**src/rtl/i2c_target.sv**
```systemverilog
// i2c_target: I2C target engine with an 8-bit register-pointer interface.
// SCL/SDA are oversampled on clk. SDA is only ever pulled low (open drain)
// and SCL is never driven, so there is no clock stretching.
`timescale 1ns/1ps
module i2c_target #(
    parameter logic [6:0] TARGET_ADDR = 7'h1D,
    parameter int         SYNC_STAGES = 2
) (
    input  logic       clk,
    input  logic       rst_n,
    input  logic       scl_in,
    input  logic       sda_in,
    output logic       sda_oe,
    output logic [7:0] reg_addr,
    output logic [7:0] reg_wdata,
    output logic       reg_we,
    input  logic [7:0] reg_rdata,
    output logic       reg_rd,
    output logic       busy,
    output logic [3:0] dbg_state
);

    typedef enum logic [3:0] {
        S_IDLE     = 4'd0,
        S_ADDR     = 4'd1,
        S_ADDR_ACK = 4'd2,
        S_PTR      = 4'd3,
        S_PTR_ACK  = 4'd4,
        S_RX       = 4'd5,
        S_RX_ACK   = 4'd6,
        S_TX       = 4'd7,
        S_TX_ACK   = 4'd8,
        S_IGNORE   = 4'd9
    } state_t;

    // Input synchronizers and one-cycle-delayed copies for edge detection.
    logic [SYNC_STAGES-1:0] r_scl_sync;
    logic [SYNC_STAGES-1:0] r_sda_sync;
    logic                   r_scl_prev;
    logic                   r_sda_prev;

    logic w_scl;
    logic w_sda;
    logic w_scl_rise;
    logic w_scl_fall;
    logic w_start;
    logic w_stop;

    // FSM and datapath registers.
    state_t     r_state;
    logic [3:0] r_bit_cnt;
    logic [7:0] r_shift;
    logic [7:0] r_tx_shift;
    logic       r_rw;
    logic       r_ack;
    logic       r_sda_oe;
    logic [7:0] r_reg_addr;
    logic [7:0] r_reg_wdata;
    logic       r_reg_we;
    logic       r_reg_rd;
    logic       r_busy;
    logic       r_inc_pend;

    // Next-state values computed by the combinational FSM process.
    state_t     w_nx_state;
    logic [3:0] w_nx_bit_cnt;
    logic [7:0] w_nx_shift;
    logic [7:0] w_nx_tx_shift;
    logic       w_nx_rw;
    logic       w_nx_ack;
    logic       w_nx_sda_oe;
    logic [7:0] w_nx_reg_addr;
    logic [7:0] w_nx_reg_wdata;
    logic       w_nx_reg_we;
    logic       w_nx_reg_rd;
    logic       w_nx_busy;
    logic       w_nx_inc_pend;

    // Bring the asynchronous bus lines into the clk domain; idle bus is high.
    always_ff @(posedge clk or negedge rst_n) begin
        if (!rst_n) begin
            r_scl_sync <= '1;
            r_sda_sync <= '1;
            r_scl_prev <= 1'b1;
            r_sda_prev <= 1'b1;
        end else begin
            r_scl_sync <= {r_scl_sync[SYNC_STAGES-2:0], scl_in};
            r_sda_sync <= {r_sda_sync[SYNC_STAGES-2:0], sda_in};
            r_scl_prev <= r_scl_sync[SYNC_STAGES-1];
            r_sda_prev <= r_sda_sync[SYNC_STAGES-1];
        end
    end

    assign w_scl      = r_scl_sync[SYNC_STAGES-1];
    assign w_sda      = r_sda_sync[SYNC_STAGES-1];
    assign w_scl_rise = w_scl & ~r_scl_prev;
    assign w_scl_fall = ~w_scl & r_scl_prev;
    assign w_start    = w_scl & r_scl_prev & ~w_sda & r_sda_prev;
    assign w_stop     = w_scl & r_scl_prev & w_sda & ~r_sda_prev;

    // Register the FSM state and all datapath values it controls.
    always_ff @(posedge clk or negedge rst_n) begin
        if (!rst_n) begin
            r_state     <= S_IDLE;
            r_bit_cnt   <= 4'd0;
            r_shift     <= 8'd0;
            r_tx_shift  <= 8'd0;
            r_rw        <= 1'b0;
            r_ack       <= 1'b1;
            r_sda_oe    <= 1'b0;
            r_reg_addr  <= 8'd0;
            r_reg_wdata <= 8'd0;
            r_reg_we    <= 1'b0;
            r_reg_rd    <= 1'b0;
            r_busy      <= 1'b0;
            r_inc_pend  <= 1'b0;
        end else begin
            r_state     <= w_nx_state;
            r_bit_cnt   <= w_nx_bit_cnt;
            r_shift     <= w_nx_shift;
            r_tx_shift  <= w_nx_tx_shift;
            r_rw        <= w_nx_rw;
            r_ack       <= w_nx_ack;
            r_sda_oe    <= w_nx_sda_oe;
            r_reg_addr  <= w_nx_reg_addr;
            r_reg_wdata <= w_nx_reg_wdata;
            r_reg_we    <= w_nx_reg_we;
            r_reg_rd    <= w_nx_reg_rd;
            r_busy      <= w_nx_busy;
            r_inc_pend  <= w_nx_inc_pend;
        end
    end

    // Protocol FSM: START/STOP override everything, otherwise act on SCL edges.
    always_comb begin
        w_nx_state     = r_state;
        w_nx_bit_cnt   = r_bit_cnt;
        w_nx_shift     = r_shift;
        w_nx_tx_shift  = r_tx_shift;
        w_nx_rw        = r_rw;
        w_nx_ack       = r_ack;
        w_nx_sda_oe    = r_sda_oe;
        w_nx_reg_addr  = r_reg_addr;
        w_nx_reg_wdata = r_reg_wdata;
        w_nx_reg_we    = 1'b0;
        w_nx_reg_rd    = 1'b0;
        w_nx_busy      = r_busy;
        w_nx_inc_pend  = 1'b0;

        // Post-write pointer increment lands the cycle after the write strobe.
        if (r_inc_pend) begin
            w_nx_reg_addr = r_reg_addr + 8'd1;
        end

        // The read strobe cycle: capture the byte and present its MSB.
        if (r_reg_rd && (r_state == S_TX)) begin
            w_nx_tx_shift = reg_rdata;
            w_nx_sda_oe   = ~reg_rdata[7];
            w_nx_bit_cnt  = 4'd1;
        end

        if (w_start) begin
            w_nx_state   = S_ADDR;
            w_nx_bit_cnt = 4'd0;
            w_nx_sda_oe  = 1'b0;
            w_nx_busy    = 1'b1;
        end else if (w_stop) begin
            w_nx_state  = S_IDLE;
            w_nx_sda_oe = 1'b0;
            w_nx_busy   = 1'b0;
        end else begin
            case (r_state)
                S_IDLE: begin
                    w_nx_sda_oe = 1'b0;
                end
                S_ADDR: begin
                    if (w_scl_rise) begin
                        w_nx_shift   = {r_shift[6:0], w_sda};
                        w_nx_bit_cnt = r_bit_cnt + 4'd1;
                    end else if (w_scl_fall && (r_bit_cnt == 4'd8)) begin
                        if (r_shift[7:1] == TARGET_ADDR) begin
                            w_nx_state  = S_ADDR_ACK;
                            w_nx_rw     = r_shift[0];
                            w_nx_sda_oe = 1'b1;
                        end else begin
                            w_nx_state = S_IGNORE;
                        end
                    end
                end
                S_ADDR_ACK: begin
                    if (w_scl_fall) begin
                        if (!r_rw) begin
                            w_nx_state   = S_PTR;
                            w_nx_sda_oe  = 1'b0;
                            w_nx_bit_cnt = 4'd0;
                        end else begin
                            w_nx_state  = S_TX;
                            w_nx_reg_rd = 1'b1;
                        end
                    end
                end
                S_PTR: begin
                    if (w_scl_rise) begin
                        w_nx_shift   = {r_shift[6:0], w_sda};
                        w_nx_bit_cnt = r_bit_cnt + 4'd1;
                    end else if (w_scl_fall && (r_bit_cnt == 4'd8)) begin
                        w_nx_reg_addr = r_shift;
                        w_nx_sda_oe   = 1'b1;
                        w_nx_state    = S_PTR_ACK;
                    end
                end
                S_PTR_ACK, S_RX_ACK: begin
                    if (w_scl_fall) begin
                        w_nx_state   = S_RX;
                        w_nx_sda_oe  = 1'b0;
                        w_nx_bit_cnt = 4'd0;
                    end
                end
                S_RX: begin
                    if (w_scl_rise) begin
                        w_nx_shift   = {r_shift[6:0], w_sda};
                        w_nx_bit_cnt = r_bit_cnt + 4'd1;
                    end else if (w_scl_fall && (r_bit_cnt == 4'd8)) begin
                        w_nx_reg_wdata = r_shift;
                        w_nx_reg_we    = 1'b1;
                        w_nx_inc_pend  = 1'b1;
                        w_nx_sda_oe    = 1'b1;
                        w_nx_state     = S_RX_ACK;
                    end
                end
                S_TX: begin
                    if (w_scl_fall) begin
                        if (r_bit_cnt == 4'd8) begin
                            w_nx_sda_oe   = 1'b0;
                            w_nx_reg_addr = r_reg_addr + 8'd1;
                            w_nx_state    = S_TX_ACK;
                        end else begin
                            w_nx_tx_shift = {r_tx_shift[6:0], 1'b0};
                            w_nx_sda_oe   = ~r_tx_shift[6];
                            w_nx_bit_cnt  = r_bit_cnt + 4'd1;
                        end
                    end
                end
                S_TX_ACK: begin
                    w_nx_sda_oe = 1'b0;
                    if (w_scl_rise) begin
                        w_nx_ack = w_sda;
                    end else if (w_scl_fall) begin
                        if (!r_ack) begin
                            w_nx_reg_rd = 1'b1;
                            w_nx_state  = S_TX;
                        end else begin
                            w_nx_state = S_IGNORE;
                        end
                    end
                end
                S_IGNORE: begin
                    w_nx_sda_oe = 1'b0;
                end
                default: begin
                    w_nx_state  = S_IDLE;
                    w_nx_sda_oe = 1'b0;
                end
            endcase
        end
    end

    assign sda_oe    = r_sda_oe;
    assign reg_addr  = r_reg_addr;
    assign reg_wdata = r_reg_wdata;
    assign reg_we    = r_reg_we;
    assign reg_rd    = r_reg_rd;
    assign busy      = r_busy;
    assign dbg_state = r_state;

endmodule
```
**config.mk**
```make
export PLATFORM = sky130hd
export DESIGN_NAME = i2c_target
export DESIGN_NICKNAME = d
export VERILOG_FILES = /design/src/rtl/i2c_target.sv
export SDC_FILE = /design/constraint.sdc
export NUM_CORES = 1
export LEC_CHECK = 0
export BUFFER_PORTS_ARGS = -buffer_cell sky130_fd_sc_hd__buf_2
export CORE_MARGIN = 4
export CORE_UTILIZATION = 45
export CTS_BUF_LIST = sky130_fd_sc_hd__clkbuf_8
export DETAILED_ROUTE_END_ITERATION = 7
export SLEW_MARGIN = 20
export SYNTH_ARGS = -nofsm -noshare
export SYNTH_HDL_FRONTEND = slang
export SYNTH_SLANG_ARGS = --single-unit
```
**constraint.sdc**
```tcl
create_clock -name clk -period 4.55 [get_ports clk]
set_input_delay 0.455 -clock clk [delete_from_list [all_inputs] [get_ports clk]]
set_output_delay 0.455 -clock clk [all_outputs]
set_load 0.005 [all_outputs]
```
==> run_results.csv <==
group,metric,value,unit
synthesis,synth_edf_count,0,
route,first_iter_violations,212,
critical_path,rr_endpoint,"reg_wdata[2]",
route,viasPerCell,5.60,
floorplan,ios,36,
critical_path,cp-end-kind,"register",
route,ant_nets,0,
flow_run,drv_cap,0,
floorplan,die_h,84.5,um
cts,cts.path.max_buffers,2,
cts,cts_tree,"done",
cells_and_area,seqCellArea,0.00128,mm2
synthesis,yosys-top-cells-area,"dfrtp_1, mux2_2, dfstp_2, mux2i_1, nand2_1",
critical_path,worstSetupStartpoint,"r_scl_prev",
critical_path,timing.reg2reg.setup_slack,2.26,ns
timing,setup_tns,0,ns
critical_path,worst_path_dominant_cell_family,"simple AND/OR/NAND/NOR gates",
timing,hold_viol_final,0,
pwr,p_total,1.22,mW
synthesis,postSynthCellCount,258,
cts,ctsHoldBuffers,0,
grt,grt_start_max_net_pins,52,
synthesis,synth.distinct_cells,48,
floorplan,num_rows,27,
route,drcViolationCount,0,
grt,antenna_found_initial,0,
timing,final.min_clock_period,2.29,ns
grt,grt_pass1_wl,9.65,mm
synthesis,synth_top_family_by_area,"simple AND/OR/NAND/NOR gates",
synthesis,synthArstFlopShare,100,%
synthesis,synth_compound_area_share,14.2,%
route,first_pass_iters,4,
cts,cts_num_sinks,51,
cts,cts_resized,0,
cts,numCtsBuffers,5,
synthesis,yosys.area.top_type,"dfrtp_1",
route,vias,2040,
critical_path,critPathLaunchType,"register",
pwr,powerDensity,411,mW/mm2
critical_path,cp_slowest_cell,"dfstp_2",
floorplan,start_util,47.0,%
pwr,power.leakage,1.40,nW
cts,cts_root_buffer,"clkbuf_8",
cts,htreeDepth,2,
cells_and_area,multi_input_area,0.00128,mm2
placement,gp_routability_congestion,0.931,
timing,rsz0062_at_grt,"no",
synthesis,syn_nets,273,
synthesis,synth_fa_ha_area_share,1.42,%
grt,grt_pass1_vias,1958,
synthesis,synth.most_common_cell,"dfrtp_1",
timing,setup_violations,0,
timing,fin_ws,2.26,ns
timing,tightest_slew,0.665,ns
synthesis,synth.cell_area,0.00264,mm2
timing,clock_skew,0.00628,ns
cts,clk_latency,0.31,ns
worst_hold_path,hold-path-endpoint,"r_sda_sync[0]",
timing,fin_crit_sh,50.4,%
critical_path,path_class,"register to register",
synthesis,synth_common_cells,"dfrtp_1, nand2_1, nor2_1, mux2_2, o21ai_0",
cells_and_area,fin_area,0.00297,mm2
worst_hold_path,hold_class,"primary input to register",
cts,clk_pin_slew,0.10,ns
floorplan,core-area,0.00561,mm2
synthesis,synth_seq_cells,51,
worst_hold_path,worstHoldPathCells,1,
synthesis,synthSimpleGateAreaFrac,20.0,%
route,routed_wl,5.72,mm
placement,placed_cell_area,0.00287,mm2
placement,port_buffers,35,
synthesis,synthMuxAreaShare,10.7,%
timing,clock.fmax,0.436,GHz
synthesis,synth_ff_type,"dfrtp_1",
cells_and_area,syn_to_final_growth,12.7,%
critical_path,crit_arrival,2.50,ns
worst_hold_path,min_from,"sda_in",
critical_path,crit_chain,"nor2b_1 -> nand2_2 -> nor4_4 -> mux2_2",
critical_path,critPathMaxFanout,8,
placement,dpl_worst_slack,2.05,ns
cells_and_area,n_antenna_cell,0,
pwr,irDropWorstVdd,0.163,mV
synthesis,postSynthAreaPerCell,10.2,um2
route,wl_per_cell,15.7,um
placement,hpwl,3.94,mm
timing,maxSlewHeadroom,55.7,%
critical_path,max_stage_delay,0.59,ns
critical_path,path_buf_inv,0,
synthesis,yosysSeqAreaShare,48.8,%
synthesis,synth_xor_area_share,1.99,%
cells_and_area,post_route_cells_drive_above_1_share,25.3,%
critical_path,timing.rr.start,"r_scl_prev",
floorplan,die-width,84.5,um
floorplan,dieArea,0.00714,mm2
critical_path,required,4.75,ns
grt,grt_overflow_total,0,
run_status,status,"finished, final reports clean",
grt,grtUsageTotal,16.6,%
cells_and_area,fill_cells,547,
synthesis,synth_top_area_share,41.8,%
synthesis,yosysWarnings,0,
timing,slew_violations,0,
timing,holdWs,0.235,ns
cts,postCtsSetupBuffers,0,
cells_and_area,fin_nets,306,
critical_path,ff2ff_path_depth,4,
==> worst reg2reg max path, delay by kind of cell, from the launching register on <==
family | cells | cell delay, ns
multiplexers | 1 | 0.40
flip-flops | 1 | 0.59
AND/OR/NAND/NOR | 3 | 1.20
==> metrics by stage <==
stage	utilization, %	cells
6_report	52.9	364
2_1_floorplan	-	258
5_1_grt	52.9	364
3_3_place_gp	51.2	356
4_1_cts	52.8	364
3_5_place_dp	51.2	356
==> cell usage in the layout (no fill, tap or decap), types with 3 or more instances in the layout <==
| cell type | synthesis | final |
|---|---|---|
| dfrtp_1 | 44 | 44 |
| buf_2 | 4 | 35 |
| nand2_1 | 22 | 22 |
| nor2_1 | 18 | 18 |
| mux2_2 | 17 | 17 |
| o21ai_0 | 16 | 16 |
| nand3_1 | 13 | 13 |
| a21oi_1 | 11 | 11 |
| mux2i_1 | 9 | 9 |
| inv_1 | 8 | 8 |
| nor2b_1 | 7 | 7 |
| dfstp_2 | 7 | 7 |
| nand2b_1 | 5 | 5 |
| o22ai_1 | 5 | 5 |
| a22o_1 | 5 | 5 |
| clkbuf_8 | 0 | 5 |
| and3_1 | 4 | 4 |
| nor4_1 | 4 | 4 |
| o32ai_1 | 4 | 4 |
| o211ai_1 | 4 | 4 |
| nand3b_1 | 3 | 3 |
| xor2_1 | 3 | 3 |
| xnor2_1 | 3 | 3 |
| nand4b_1 | 3 | 3 |
| ha_1 | 3 | 3 |
==> state kept, by name, indices dropped and copies added (netlist names), 2 cells and up <==
signal and count:
dbg_state 4, r_bit_cnt 4, r_scl_sync 2, r_sda_sync 2
r_shift 8, r_tx_shift 7, reg_addr 8, reg_wdata 8
==> layer usage <==
layer,wire length [um],global-route usage (%),vias to the layer above
met3,362,3.63,8
met1,2780,24.3,962
li1,-,-,1003
met4,74,4.89,0
met2,2500,24.8,67
met5,0,0,-
==> cell type report <==
cell class | count | area share [%]
multi-input cells | 188 | 43.2
well taps | 72 | 3.03
inverters | 8 | 1.01
clock inverters | 3 | 0.759
clock buffers | 5 | 2.32
flip-flops and latches | 51 | 43.3
repair buffers | 37 | 6.41
==> where the power goes <==
part / leakage (nW) / internal (mW) / switching (mW)
clock: 0.0489 / 0.112 / 0.162
combinational: 0.706 / 0.139 / 0.163
sequential: 0.641 / 0.520 / 0.125
==> cells by family (layout without fill, tap and decap cells) <==
kind of cell	Yosys count	after routing
simple gates	96	96
xor+xnor	6	6
mux	26	26
compound gates	57	57
buf+inv	19	53
fa+ha+maj	3	3
flops	51	51
==> worst max-delay path by stage <==
stage	endpoint	cells past startpoint
after floorplan	reg_wdata[0]	6
after global placement	r_bit_cnt[2]	5
after detailed placement	r_bit_cnt[2]	5
after CTS	r_bit_cnt[2]	5
after global routing	r_bit_cnt[2]	5
final	reg_wdata[2]	4
Power figures use the tool's default switching activity.
